--- src/rtl/uart_tx_arbiter.sv ---
// Round-robin arbiter that funnels byte requests from NUM_REQ sources onto one
// UART tx line, framing each accepted byte as 8N1 and stepping on baud_tick.
module uart_tx_arbiter #(
    parameter int NUM_REQ = 4,
    parameter int ID_W    = 2
) (
    input  logic                   clk,
    input  logic                   reset,
    input  logic                   baud_tick,
    input  logic [NUM_REQ-1:0]     req_valid,
    input  logic [8*NUM_REQ-1:0]   req_data,
    output logic [NUM_REQ-1:0]     req_ready,
    output logic                   tx,
    output logic                   busy,
    output logic [ID_W-1:0]        grant_id
);

    typedef enum logic [2:0] {
        S_IDLE,
        S_SYNC,
        S_START,
        S_DATA,
        S_STOP
    } state_e;

    state_e          state_q, state_d;
    logic [2:0]      bit_cnt_q, bit_cnt_d;
    logic [ID_W-1:0] last_grant_q, last_grant_d;
    logic [ID_W-1:0] grant_id_q, grant_id_d;
    logic [7:0]      data_q, data_d;
    logic            tx_q, tx_d;

    logic [7:0]      req_bytes [NUM_REQ];
    logic            found;
    logic [ID_W-1:0] winner;
    logic            accept;

    for (genvar g = 0; g < NUM_REQ; g++) begin : g_unpack
        assign req_bytes[g] = req_data[8*g +: 8];
    end

    // Search ascends from the requester after the previous winner, with wrap.
    always_comb begin : arbiter
        int              idx;
        logic [ID_W-1:0] idx_w;
        // NOTE: every signal written here gets a default first so no path leaves it unassigned (no latch).
        found     = 1'b0;
        winner    = '0;
        idx       = 0;
        idx_w     = '0;
        req_ready = '0;
        for (int k = 0; k < NUM_REQ; k++) begin
            idx   = (int'(last_grant_q) + 1 + k) % NUM_REQ;
            idx_w = ID_W'(idx);
            if (!found && req_valid[idx_w]) begin
                found  = 1'b1;
                winner = idx_w;
            end
        end
        accept = !reset && found &&
                 (state_q == S_IDLE || (state_q == S_STOP && baud_tick));
        if (accept) begin
            req_ready[winner] = 1'b1;
        end
    end

    always_comb begin : next_state
        state_d      = state_q;
        bit_cnt_d    = bit_cnt_q;
        last_grant_d = last_grant_q;
        grant_id_d   = grant_id_q;
        data_d       = data_q;
        tx_d         = tx_q;

        if (accept) begin
            data_d       = req_bytes[winner];
            last_grant_d = winner;
            grant_id_d   = winner;
        end

        case (state_q)
            S_IDLE: begin
                tx_d = 1'b1;
                if (accept) begin
                    state_d = S_SYNC;
                end
            end
            S_SYNC: begin
                // Waits for the first tick strictly after the accept cycle.
                if (baud_tick) begin
                    tx_d    = 1'b0;
                    state_d = S_START;
                end
            end
            S_START: begin
                if (baud_tick) begin
                    tx_d      = data_q[0];
                    bit_cnt_d = 3'd0;
                    state_d   = S_DATA;
                end
            end
            S_DATA: begin
                if (baud_tick) begin
                    if (bit_cnt_q != 3'd7) begin
                        bit_cnt_d = bit_cnt_q + 3'd1;
                        tx_d      = data_q[bit_cnt_q + 3'd1];
                    end else begin
                        tx_d    = 1'b1;
                        state_d = S_STOP;
                    end
                end
            end
            S_STOP: begin
                if (baud_tick) begin
                    if (accept) begin
                        tx_d    = 1'b0;
                        state_d = S_START;
                    end else begin
                        tx_d    = 1'b1;
                        state_d = S_IDLE;
                    end
                end
            end
            default: begin
                tx_d    = 1'b1;
                state_d = S_IDLE;
            end
        endcase
    end

    // NOTE: state registers use non-blocking assignments so every flop samples pre-edge values.
    always_ff @(posedge clk or posedge reset) begin
        if (reset) begin
            state_q      <= S_IDLE;
            bit_cnt_q    <= 3'd0;
            last_grant_q <= ID_W'(NUM_REQ - 1);
            grant_id_q   <= '0;
            // NOTE: the byte register is cleared too, so an aborted frame leaves no stale data.
            data_q       <= 8'h00;
            tx_q         <= 1'b1;
        end else begin
            state_q      <= state_d;
            bit_cnt_q    <= bit_cnt_d;
            last_grant_q <= last_grant_d;
            grant_id_q   <= grant_id_d;
            data_q       <= data_d;
            tx_q         <= tx_d;
        end
    end

    assign tx       = tx_q;
    assign busy     = (state_q != S_IDLE);
    assign grant_id = grant_id_q;

endmodule
--- config.mk ---
export PLATFORM = sky130hd
export DESIGN_NAME = uart_tx_arbiter
export DESIGN_NICKNAME = d
export VERILOG_FILES = /design/src/rtl/uart_tx_arbiter.sv
export SDC_FILE = /design/constraint.sdc
export NUM_CORES = 1
export LEC_CHECK = 0
export BUFFER_PORTS_ARGS = -buffer_cell sky130_fd_sc_hd__buf_2
export CORE_MARGIN = 2
export CORE_UTILIZATION = 45
export CTS_BUF_LIST = sky130_fd_sc_hd__clkbuf_8 sky130_fd_sc_hd__clkbuf_16
export CTS_CLUSTER_DIAMETER = 120
export CTS_CLUSTER_SIZE = 28
export DETAILED_ROUTE_END_ITERATION = 6
export HOLD_SLACK_MARGIN = 0.06
export PLACE_DENSITY = 0.77
export SLEW_MARGIN = 20
export SYNTH_ARGS = -nofsm -noshare
export SYNTH_HDL_FRONTEND = slang
export SYNTH_SLANG_ARGS = --single-unit
--- constraint.sdc ---
create_clock -name clk -period 1.8 [get_ports clk]
set_input_delay 0.09 -clock clk [delete_from_list [all_inputs] [get_ports clk]]
set_output_delay 0.09 -clock clk [all_outputs]
set_load 0.05 [all_outputs]
Yosys cells after proc, flatten, opt, wreduce, memory -nomap -nowiden
Cells that the tools add are included.

storage, ports and cells
  flip-flop bits (word level) = 19
  bits of input ports = 39
  output and inout bits = 8
  logic and storage cells = 93

cells by class
  add/subtract/negate cells = 5
  magnitude comparators = 8
  equality and inequality tests = 12
  mux-type cells = 43
  bitwise operators = 1
  reductions and logical operators = 18

operators by type and width
  cell                 number
  $mux 3               9
  $bmux 8 s2           1
  $mux 1               16
  $mux 8               2
  $lt 2x3->1 const B   5
  $pmux 3 s5           1
  $ne 2x2->1 const B   7
  $mux 2               5
  $bmux 1 s2           4
  $reduce_and 4->1     2
  $logic_and 1x1->1    7
  $add 2x2->2 const B  3
  $eq 3x2->1 const B   2
  $pmux 3 s2           1
  $reduce_and 6->1     1
  $logic_not 1->1      4
  $lt 3x4->1 const B   1
  $mux 4               1
  $pmux 1 s4           1
  $add 3x1->3 const B  1
  $bmux 1 s3           1
  $eq 3x1->1 const B   1
  $eq 3x3->1 const B   1
  $ge 3x3->1 const B   1
  other kinds (9)      9

Depth between registers and ports, before layout
  depth in word-level cells = 18
  gate-level depth with buffers = 7
  gate-level depth less buffers = 6

Worst setup path after synthesis
Ideal clock, no wire load.

  path type = register to output
  from = reg state_q[0]
  to = out req_ready[2]
  arrival = 2,474 ps
  data required time = 1,710 ps
  path slack = -764 ps
  stages on the path, launching flop included = 6
  buffers on the path = 1
  path through = dfrtp_1 or2_1 a2111oi_4 nand2_1 buf_2 nor3_1

between the ends
  word-level cells in the longest chain between the ends = 5
  elaborated cells on any way between the ends = 6

RTL lines
  item                      line  RTL
  start: declaration        26    state_e state_q, state_d;
  start signal: assignment  142   state_q <= state_d;
  $eq 3x3->1                61    (state_q == S_IDLE || (state_q == S_STOP && baud_tick));
  $logic_and 1x1->1         61
  $logic_or 1x1->1 (*)      61
  $logic_and 1x1->1 (*)     60    accept = !reset && found &&
  $mux 4 (*)                62    if (accept) begin
  end: declaration          12    output logic [NUM_REQ-1:0] req_ready,

Mark *: on every way between the ends. The rest lies on a longest branch, timed or not.

Worst setup path after layout
  from = reg state_q[1]
  to = out req_ready[1]

The elaborated chain is that of the path after synthesis.

==> reports/qor.txt <==
Status - complete, but fails checks
Failing checks - setup timing
Post-synth top area share - 28.29%
Iteration-0 DRC Markers - 30
Max Freq - 0.5341 GHz
Ranking of synthesized cells by area - dfrtp_1 28%, a211oi_2 7.1%, o311a_1 5.7%
Synth warn - 0
Met3 WL - 151 µm
Leakage Power - 0.9900 nW
FF+latch count, synth - 19
Core ar. - 3028 µm²
Period Utilization, post-route - 104.0%
Post-Syn Nets - 199
Metal-1 WL - 1751 µm
Ys flop type - dfrtp_1
Crit Path Category - register to primary output
Finished Layout Cells - 275
Worst hold path class - input pin to register
Post-synth ARST share - 100.0%
Clock Skew - 3.018 ps
Post-Synthesis Cells - 158
Post-Synth Simple-Gate Area - 17.51%
CTS Buffer Depth - 2
RSZ-0062 raised after global routing - yes
DR top layer - met4
Slew margin rel. - 51.54%
# port buffers - 46
Rows - 20
Initial Util - 46.74%
First-pass GRT wire length - 6603 µm
CTS root buffer - clkbuf_8
Synthesized area - 1415 µm²
Largest net degree at the start of global routing - 26
Hold Vio Cnt, Final - 0
Cells after DPL - 256
N_diodes - 0
Critical Path Source Type - register
Vias in the first global route - 1,490
CP arrival - 1780 ps
Pint - 0.001645 W
Detail Route Antenna Nets - 0
Filler Cells Inserted - 222
Min Hold Slack - 115.2 ps
Critical path required time - 1710 ps
Area share of xor/xnor cells in the synthesized design - 0%
Io pins - 47
Area occupied by multi-input gates - 934.6 µm²
CTS buffer count - 3
Vias post-DR - 1,491
Mux cell area share after synthesis - 4.775%
Post-synthesis sequential area ratio - 33.86%
Final total power - 0.002737 W
Most common cell on crit path - nor2b_4
Cell taking the most area after synthesis - dfrtp_1
Sw Pwr - 0.001092 W
Distinct cells, synth - 37
Storage element area - 479.2 µm²
Clk pin slew, worst setup/hold paths - 70 ps
Fin. max-slew vios - 0
H-tree lvl count - 1
Maxcap violations - 0
Die ar. - 3609 µm²
CP cell instances - or2_4 -> a2111oi_4 -> nor2b_4 -> nor2b_4 -> buf_6
Clk pwr share - 10.9%
# setup viols final - 9
Post-Synth Adder-Cell Area - 1.768%
Crit. End Element - primary output
Slew of the pin with the lowest slew margin - 726.2 ps
Clk sink count - 19
Die Height - 60.08 µm
Final core utilization - 70.25%
Final net count - 273
Slowest stage delay, CP - 390 ps
DR WL met2 - 2097 µm
GRT Util Overall - 24.51%
Grt ovf - 0
Commonest cells in the synthesized netlist - 16 x dfrtp_1, 16 x nor2_1, 11 x a21oi_1, 11 x inv_1, 11 x o21ai_0
Compound-gate portion of the synthesized area - 34.57%
Crit path time final - 1872 ps
Largest family of logic cells by synthesized area - compound AO/OA/AOI/OAI gates
Switching fraction of total power - 39.91%
TritonCTS clock tree - yes
Gp weighted congestion - 0.8570
DRC - 0
Seq pwr share - 28.6%
Post-Route WL - 4056 µm
Setup WS post-layout - -72.23 ps
Die W - 60.08 µm
Clock latency on the worst-skew pair - 260 ps
WL/cell - 14.75 µm
Power per Cell Area - 1287 nW/µm²
Vias per inst - 5.422
Syn_area_per_cell - 8.956 µm²
DP HPWL - 2809 µm
Setup TNS - -331.6 ps
Layout cells sized above 1 - 52.81%
Slowest CP cell - dfrtp_1
Area Overhead vs Synth - 50.31%
Combinational power share - 60.5%
Initial antenna violation count - 0
Post-synth EDFFs - 0
Pre-antenna DRT Iters - 4
Maximum VDD drop - 0.8211 mV
Crit path max fanout - 3
## placed cells by master (no fill, tap or decap), drive strengths merged, types with 4 or more instances in the layout
| master | netlist | layout |
|---|---|---|
| buf | 6 | 80 |
| dfrtp | 16 | 16 |
| nor2 | 16 | 16 |
| a21oi | 13 | 13 |
| o21ai | 12 | 12 |
| inv | 11 | 11 |
| o31ai | 8 | 8 |
| o311a | 8 | 8 |
| a211oi | 8 | 8 |
| nand2 | 8 | 8 |
| nor2b | 6 | 6 |
| nand2b | 4 | 4 |
| nor3 | 4 | 4 |
## final cells by class
class,instances,area share (%)
Multi-Input combinational cell,116,43.94
Inverter,11,1.941
Clock inverter,1,0.2353
Clock buffer,3,1.941
Sequential cell,19,22.53
Tap cell,44,2.588
Timing Repair Buffer,81,26.82
## metrics by stage
stage	area, µm²	setup slack (ps)
after floorplan	1465	-116.2
after global placement	1843	30.36
after detailed placement	1843	-23.15
after CTS	2031	-217.6
after global routing	2127	-164.4
final	2127	-72.23
## final timing paths
| path | slack [ps] | start | end | cells past startpoint |
|---|---|---|---|---|
| worst max-delay path | -70 | state_q[1]$_DFFE_PP0P_ | req_ready[1] | 5 |
| worst min-delay path | 120 | req_data[31] | data_q[7]$_DFFE_PP0P_ | 3 |
| worst max register to register | -30 | state_q[1]$_DFFE_PP0P_ | data_q[1]$_DFFE_PP0P_ | 7 |
| worst min register to register | 520 | bit_cnt_q[2]$_DFFE_PP0P_ | bit_cnt_q[2]$_DFFE_PP0P_ | 1 |
| max in group asynchronous | 840 | reset | grant_id[1]$_DFFE_PP0P_ | 2 |
| min in group asynchronous | 500 | reset | data_q[4]$_DFFE_PP0P_ | 2 |
## power groups by stage
stage / clock network (W) / registers, W / logic, W
floorplan: 0 / 0.000871 / 0.000870
global route: 0.000319 / 0.000799 / 0.00179
global placement: 0 / 0.000757 / 0.00133
finish: 0.000298 / 0.000782 / 0.00166
detailed placement: 0 / 0.000770 / 0.00137
CTS: 0.000306 / 0.000765 / 0.00148
## registers in the layout, summed over array words and instances, names as in the netlist
name,cells
state_q,3
tx,1
data_q,8
bit_cnt_q,3
last_grant_q,2
grant_id,2
## layer usage
metal | vias up | track usage [%]
met1 | 719 | 31.09
met2 | 40 | 42.55
met4 | 0 | 8.571
li1 | 726 | -
met3 | 6 | 3.247
met5 | - | 0
## critical path, delay by kind of cell (launching register included)
family / cells / cell delay (ps)
simple gates: 3 / 690
flops: 1 / 390
compound gates: 1 / 290
buf+inv: 1 / 160
## kinds of logic (layout without fill, tap and decap cells)
kind of cell,count (synthesis),count (layout)
AOI/OAI and AO/OA,61,61
DFF,19,19
adders and majority gates,2,2
muxes,4,4
and+or+nand+nor,49,49
buffers and inverters,23,96
## timing repair
item | CTS | global route
gates resized for setup | 19 | 10
buffers inserted | 9 | 7
hold buffers | 1 | 0
pin swaps | 8 | 7
setup endpoints to repair | 9 | 15
endpoints found under the hold margin | 16 | 0
Note: power is estimated with default switching activity, not from simulation.
